File: src/rtl/im_fetch_master.sv
// Instruction-memory fetch master. Prefetches sequential words into a 2-entry
// {instruction, pc} buffer and handles redirect/flush, bus errors and timeouts.

module im_fetch_master #(
    parameter int          data_size = 32,
    parameter int          addr_size = 10,
    parameter logic [31:0] BOOT_PC   = 32'h0,
    parameter int          TIMEOUT   = 15
) (
    input  logic                 clk,
    input  logic                 rst,
    output logic                 IM_enable,
    output logic                 IM_read,
    output logic                 IM_write,
    output logic [data_size-1:0] IM_in,
    output logic [addr_size-1:0] IM_addr,
    input  logic [data_size-1:0] IM_out,
    input  logic                 IM_ready,
    input  logic [1:0]           IM_resp,
    input  logic                 IM_finish,
    input  logic                 redirect_valid,
    input  logic [31:0]          redirect_pc,
    input  logic                 inst_ready,
    output logic                 inst_valid,
    output logic [data_size-1:0] inst_out,
    output logic [31:0]          inst_pc,
    output logic                 fetch_err,
    output logic                 busy
);

    typedef enum logic [2:0] {IDLE, REQ, WAIT, DISCARD, ERR} state_t;

    localparam int                wcnt_w    = (TIMEOUT > 1) ? $clog2(TIMEOUT) : 1;
    localparam logic [wcnt_w-1:0] wait_last = wcnt_w'(TIMEOUT - 1);
    localparam logic [1:0]        resp_okay = 2'b00;

    state_t                state, state_next;
    logic [31:0]           pc, pc_next;
    logic [wcnt_w-1:0]     wait_cnt, wait_next;
    logic                  err_next;

    logic [data_size-1:0]  buf_data [2];
    logic [31:0]           buf_pc   [2];
    logic                  rd_ptr, wr_ptr;
    logic [1:0]            count, count_after;
    logic                  push, pop;

    // IM_ready is informational and redirect targets are word aligned.
    logic unused_inputs;
    assign unused_inputs = &{1'b0, IM_ready, redirect_pc[1:0]};

    // A redirect cancels both the pop and the push of the same cycle.
    assign push        = (state == WAIT) && IM_finish && (IM_resp == resp_okay) && !redirect_valid;
    assign pop         = inst_valid && inst_ready && !redirect_valid;
    assign count_after = count + {1'b0, push} - {1'b0, pop};

    always_comb begin
        // NOTE: every signal gets a default first so no path leaves one unassigned and infers a latch.
        state_next = state;
        pc_next    = pc;
        wait_next  = wait_cnt;
        err_next   = fetch_err;
        if (redirect_valid) begin
            pc_next    = {redirect_pc[31:2], 2'b00};
            err_next   = 1'b0;
            wait_next  = '0;
            state_next = (state == WAIT && !IM_finish) ? DISCARD : REQ;
        end else begin
            case (state)
                IDLE: begin
                    if (count < 2'd2)
                        state_next = REQ;
                end
                REQ: begin
                    wait_next  = '0;
                    state_next = WAIT;
                end
                WAIT: begin
                    if (IM_finish) begin
                        if (IM_resp == resp_okay) begin
                            pc_next    = pc + 32'd4;
                            state_next = (count_after < 2'd2) ? REQ : IDLE;
                        end else begin
                            err_next   = 1'b1;
                            state_next = ERR;
                        end
                    end else if (wait_cnt == wait_last) begin
                        err_next   = 1'b1;
                        state_next = ERR;
                    end else begin
                        wait_next = wait_cnt + 1'b1;
                    end
                end
                DISCARD: begin
                    if (IM_finish || wait_cnt == wait_last)
                        state_next = REQ;
                    else
                        wait_next = wait_cnt + 1'b1;
                end
                ERR:     state_next = ERR;
                default: state_next = IDLE;
            endcase
        end
    end

    // NOTE: sequential state uses non-blocking assignments so every register samples pre-edge values.
    always_ff @(posedge clk) begin
        if (rst) begin
            state     <= IDLE;
            pc        <= BOOT_PC;
            wait_cnt  <= '0;
            fetch_err <= 1'b0;
            rd_ptr    <= 1'b0;
            wr_ptr    <= 1'b0;
            count     <= 2'd0;
        end else begin
            state     <= state_next;
            pc        <= pc_next;
            wait_cnt  <= wait_next;
            fetch_err <= err_next;
            if (redirect_valid) begin
                rd_ptr <= 1'b0;
                wr_ptr <= 1'b0;
                count  <= 2'd0;
            end else begin
                if (push)
                    wr_ptr <= ~wr_ptr;
                if (pop)
                    rd_ptr <= ~rd_ptr;
                count <= count_after;
            end
        end
    end

    // NOTE: buffer storage is not reset; the outputs are gated by inst_valid instead.
    always_ff @(posedge clk) begin
        if (push) begin
            buf_data[wr_ptr] <= IM_out;
            buf_pc[wr_ptr]   <= pc;
        end
    end

    assign IM_enable  = (state == REQ);
    assign IM_read    = (state == REQ);
    assign IM_write   = 1'b0;
    assign IM_in      = '0;
    assign IM_addr    = pc[addr_size+1:2];

    assign inst_valid = (count != 2'd0);
    assign inst_out   = inst_valid ? buf_data[rd_ptr] : '0;
    assign inst_pc    = inst_valid ? buf_pc[rd_ptr] : 32'h0;
    assign busy       = (state == REQ) || (state == WAIT) || (state == DISCARD);

endmodule

File: config.mk
export PLATFORM = sky130hd
export DESIGN_NAME = im_fetch_master
export DESIGN_NICKNAME = d
export VERILOG_FILES = /design/src/rtl/im_fetch_master.sv
export SDC_FILE = /design/constraint.sdc
export NUM_CORES = 1
export LEC_CHECK = 0
export BUFFER_PORTS_ARGS = -buffer_cell sky130_fd_sc_hd__buf_2
export CAP_MARGIN = 20
export CORE_MARGIN = 4
export CORE_UTILIZATION = 50
export CTS_BUF_LIST = sky130_fd_sc_hd__clkbuf_8
export DETAILED_ROUTE_END_ITERATION = 6
export PLACE_DENSITY = 0.77
export SLEW_MARGIN = 0
export SYNTH_ARGS = -nofsm -noshare
export SYNTH_HDL_FRONTEND = slang
export SYNTH_SLANG_ARGS = --single-unit
File: constraint.sdc
create_clock -name clk -period 4 [get_ports clk]
set_input_delay 0.6 -clock clk [delete_from_list [all_inputs] [get_ports clk]]
set_output_delay 0.6 -clock clk [all_outputs]
set_load 0.02 [all_outputs]
# == After elaboration in Yosys (flattened, before gate mapping) ==
# Memory sizes are Yosys's and may differ from the RTL's. A register that Yosys moved wholly into a read port is not among the register bits.
# Cells that the tools add are included.
# word_totals
reg_bits,44
ram_bits,128
out_inout_bits,112
elab_cells,83
memories,2
# classes
addsub,4
magnitude_cmp,2
n_eq_ne,12
n_mux,28
bitwise_logic,2
n_reduce_logical,25
# mem_list
name,words,word_bits,rd,rd_clocked_by_memory_dff,write_ports,line,text
buf_data,2,32,1,1,1,42,logic [data_size-1:0] buf_data [2];
buf_pc,2,32,1,1,1,43,logic [31:0] buf_pc [2];
# ops
op,count
two-way mux 32 bit,6
"adder 32 x 3 -> 32 bit, second input constant",1
two-way mux 3 bit,6
case mux 3 bit (5 select lines),1
two-way mux 4 bit,3
case mux 4 bit (3 select lines),1
AND reduction 3 bit,4
two-way mux 1 bit,10
nonzero test 2 bit,5
"inequality test 2 bit, second input constant",4
"equality test 3 x 2 -> 1 bit, second input constant",2
logical AND 1 bit,6
"inequality test 3 bit, second input constant",2
"adder 4 x 1 -> 4 bit, second input constant",1
"equality test 4 bit, second input constant",1
"< comparator 2 bit, second input constant",2
"inequality test 4 x 3 -> 1 bit, second input constant",1
AND reduction 4 bit,1
"equality test 3 x 1 -> 1 bit, second input constant",1
"equality test 3 bit, second input constant",1
logical NOT 3 bit,1
logical OR 1 bit,3
nonzero test 3 bit,1
adder 2 x 1 -> 2 bit,1
other kinds (6),8

# == Longest topological paths before layout ==
# logic_depth
word_depth,12
mapped_depth,12

# == Worst setup path before layout ==
# OpenSTA, ideal clock, no wires.
# synth_timing
path_type,input to register
start,input IM_resp[1]
end,"memory buf_data[0][0], enable pin"
t_arrival_ns,3.908
t_required_ns,3.518
path_slack_ns,-0.391
path_stages,4
n_path_buf,1
path_cell_list,nor3b_4 > buf_6 > nand3_1 > nor2_1
# synth_via
elab_chain_cells,5
# synth_lines
element,line,text
"start, declared",19,"input logic [1:0] IM_resp,"
logical NOT 2 bit,53,assign push = (state == WAIT) && IM_finish && (IM_resp == resp_okay) && !redirect_valid;
logical AND 1 bit (2 in series),53,
two-way mux 1 bit,137,if (push) begin
two-way mux 1 bit (implied by the code),138,buf_data[wr_ptr] <= IM_out;
"end, declared",42,
# Every way passes these cells.

# == Worst setup path in the final report ==
# layout_timing
start,register state[1]
end,register state[0]
# layout_via
elab_chain_cells,12
elab_cells_between_ends,20
cone_classes,2 x add/sub; 1 x order compare; 7 x eq/ne; 5 x mux; 5 x reduce/logical
# layout_lines
element,line,text
"start, declared",37,"state_t state, state_next;"
"start signal, assigned",117,state <= state_next;
equality test 3 x 2 -> 1 bit,"53, 69",
logical AND 1 bit (3 in series),53,
adder 2 x 1 -> 2 bit,55,"assign count_after = count + {1'b0, push} - {1'b0, pop};"
subtractor 2 x 1 -> 2 bit,55,
< comparator 2 bit,82,state_next = (count_after < 2'd2) ? REQ : IDLE;
two-way mux 1 bit,82,
two-way mux 3 bit,80,if (IM_resp == resp_okay) begin
two-way mux 3 bit,79,if (IM_finish) begin
case mux 3 bit (5 select lines),69,case (state)
two-way mux 3 bit,63,if (redirect_valid) begin
# Several ways; a longest one is shown, not always the timed one.
# A chain may end at the register's enable or synchronous reset.

==> flow_summary_export.csv <==
group,metric,value,unit
status,outcome,"complete, no violations",
critical_path,critical_path_class,"register to register",
clock_tree,cts_buffers,17,
route,drc,0,
grt,grt_pass1_vias,4759,
critical_path,worstSetupStartpointType,"register",
placed_design,dp_hpwl,10400,um
sta,maxSlewViolCount,0,
grt,grt_max_degree,63,
yosys,netlist_area,7530,um^2
yosys,yosys_warnings,0,
grt,antenna_found_initial,0,
critical_path,end_kind,"register",
sta,hold_viol_final,0,
finish,layout_commonest_cell,"buf_2",
critical_path,cp_max_fo,11,
sta,skew,9.468,ps
sta,worst_pin_slew,1126,ps
power,swShare,22.23,%
power,peakVddDrop,0.0001926,V
power,power_frac_clock,37.3,%
critical_path,reg2reg_from,"state[1]",
critical_path,critPathArrivalTime,3280,ps
grt,grt_overflow,0,
power,seqPwrFrac,56.9,%
clock_tree,hold_buffers,0,
power,power_switching,0.7506,mW
power,power_density,392.1,nW/um^2
finish,final_cell_mix,"buf_2, edfxtp_1, nor2_1",
floorplan,rows,44,
sta,setup_ws,1036,ps
worst_hold_path,hold_path_class,"input pin to register",
worst_hold_path,hold_path.startpoint,"IM_out[1]",
clock_tree,path_clk_slew,80,ps
sta,rsz0062_at_grt,"false",
worst_hold_path,min_delay_worst_endpoint,"buf_data[0][1]",
finish,area_growth,14.34,%
finish,antenna_cells,0,
clock_tree,cts_tree,"built",
placed_design,numPortBuffers,145,
clock_tree,clock_path_buffers,2,
yosys,async_flop_share,0,%
yosys,synth_edf_count,124,
critical_path,r2r_cells,10,
flow_run,drv_cap,0,
sta,tns,0,ps
grt,grt_pass1_wl,23550,um
route,routedWlPerCell,16.83,um
floorplan,fp.dieW,130.7,um
power,combPwrFrac,5.8,%
critical_path,rrSetupSlack,1040,ps
sta,fin_crit_sh,74.11,%
finish,fillers,1186,
floorplan,die_h,130.7,um
clock_tree,insertion_delay,450,ps
clock_tree,cts_sinks,167,
route,drt_iter0_drc,250,
power,p_leak,3.171,nW
placed_design,place_congestion,0.8396,
sta,maxSlewHeadroom,24.96,%
floorplan,initial_core_util,51.42,%
route,drt_first_pass_iters,4,
yosys,avgSynthCellArea,12.59,um^2
route,routed_via_density,5.194,
critical_path,r2r-end,"state[0]",
yosys,synthCells,598,
finish,fin_util,58.79,%
floorplan,die_area,17090,um^2
yosys,synthFlopType,"edfxtp_1",
sta,setup_viol,0,
clock_tree,clockRootBuffer,"clkbuf_8",
sta,finalCriticalPeriod,2964,ps
grt,track_usage,17.95,%
floorplan,coreArea,14640,um^2
power,internal_power,2.625,mW
yosys,yosysSeqAreaShare,60.88,%
floorplan,pin_count,184,
critical_path,required,4310,ps
sta,fin_hold_ws,333.6,ps
route,vias,4794,
yosys,synth.ff_latch_count,167,
sta,clock.fmax,0.3373,GHz
route,final_antenna_net_count,0,
clock_tree,cts_setup_buffers,0,
worst_hold_path,min_path_cells,1,
clock_tree,cts_resized,0,
finish,nNetsFinal,803,
placed_design,dp_slack,1072,ps
route,totalWireLength,15540,um
power,power,3.376,mW
clock_tree,h-tree-depth,4,
yosys,synthDistinctLibCells,51,
finish,drive_gt1_share,29.50,%
## worst max path at each step
stage               startpoint  slack [ps]        endpoint
global route          state[1]         760        state[0]
floorplan           IM_resp[1]        -390  buf_data[0][0]
CTS                   state[1]        1060        state[0]
global placement    IM_resp[1]        1170        state[0]
detailed placement  IM_resp[1]        1070        state[0]
finish                state[1]        1040        state[0]
## cell families after synthesis
logic type / share of synthesized area (%)
fa+ha+maj: 0.8308
buf+inv: 7.145
flops: 60.88
other cells: 0.04980
mux: 8.641
xor+xnor: 3.490
compound gates: 4.403
simple gates: 14.56
## flip-flops by register name, summed over array words and instances (netlist names), named ones only
register / flops
rd_ptr: 1
wait_cnt: 4
state: 3
count: 2
wr_ptr: 1
pc: 30
buf_data: 64
fetch_err: 1
buf_pc: 60
## synth_stat cells (all sizes together), types with 11 or more instances
master  number  area, um^2
a211oi      15       122.6
buf         58       425.4
clkbuf      17       63.81
dfxtp       43       860.8
edfxtp     124        3724
inv         13       48.80
mux2i       65       650.6
nand2       24       90.09
nand4       11       113.9
nor2       100       375.4
nor3        15       130.1
xnor2       26       227.7
## per-stage QoR
| stage | std cells | instance area (um^2) |
|---|---|---|
| after floorplan | 632 | 7657 |
| after global placement | 891 | 8188 |
| after detailed placement | 891 | 8188 |
| after CTS | 923 | 8610 |
| after global routing | 923 | 8610 |
| final | 923 | 8610 |
## layer usage
metal	global-route usage (%)	wire length (um)	part of all wire, %
met1	22.39	6672	43
met2	31.01	7823	50
met3	3.862	843	5.4
met4	6.231	198	1.3
met5	0	0	0
## worst max-delay path, cell delays in order (launching register included)
cell and delay [ps]:
dfxtp_1 470, nor3b_4 580, nand3_1 400, ha_1 400
inv_1 40, ha_1 180, xor2_1 260, inv_1 80
a31oi_1 160, o21ai_0 100, o2bb2ai_1 150
## area by class of cell
class                           count  area, um^2  share of cell area, %
Clock inverter                     15       187.7                  2.180
Multi-Input combinational cell    377        2557                  29.70
Tap cell                          184       230.2                  2.674
Timing Repair Buffer              150       763.2                  8.865
Sequential cell                   167        4588                  53.29
Inverter                           13       48.80                 0.5668
Clock buffer                       17       234.0                  2.718
## power groups by stage
stage / logic, mW / registers, mW / clock network [mW]
after floorplan: 0.166 / 1.95 / 0
after global placement: 0.188 / 1.96 / 0
after detailed placement: 0.194 / 1.96 / 0
after CTS: 0.196 / 1.92 / 1.29
after global routing: 0.216 / 1.92 / 1.36
final: 0.197 / 1.92 / 1.26
Note: power is estimated with default switching activity, not from simulation.
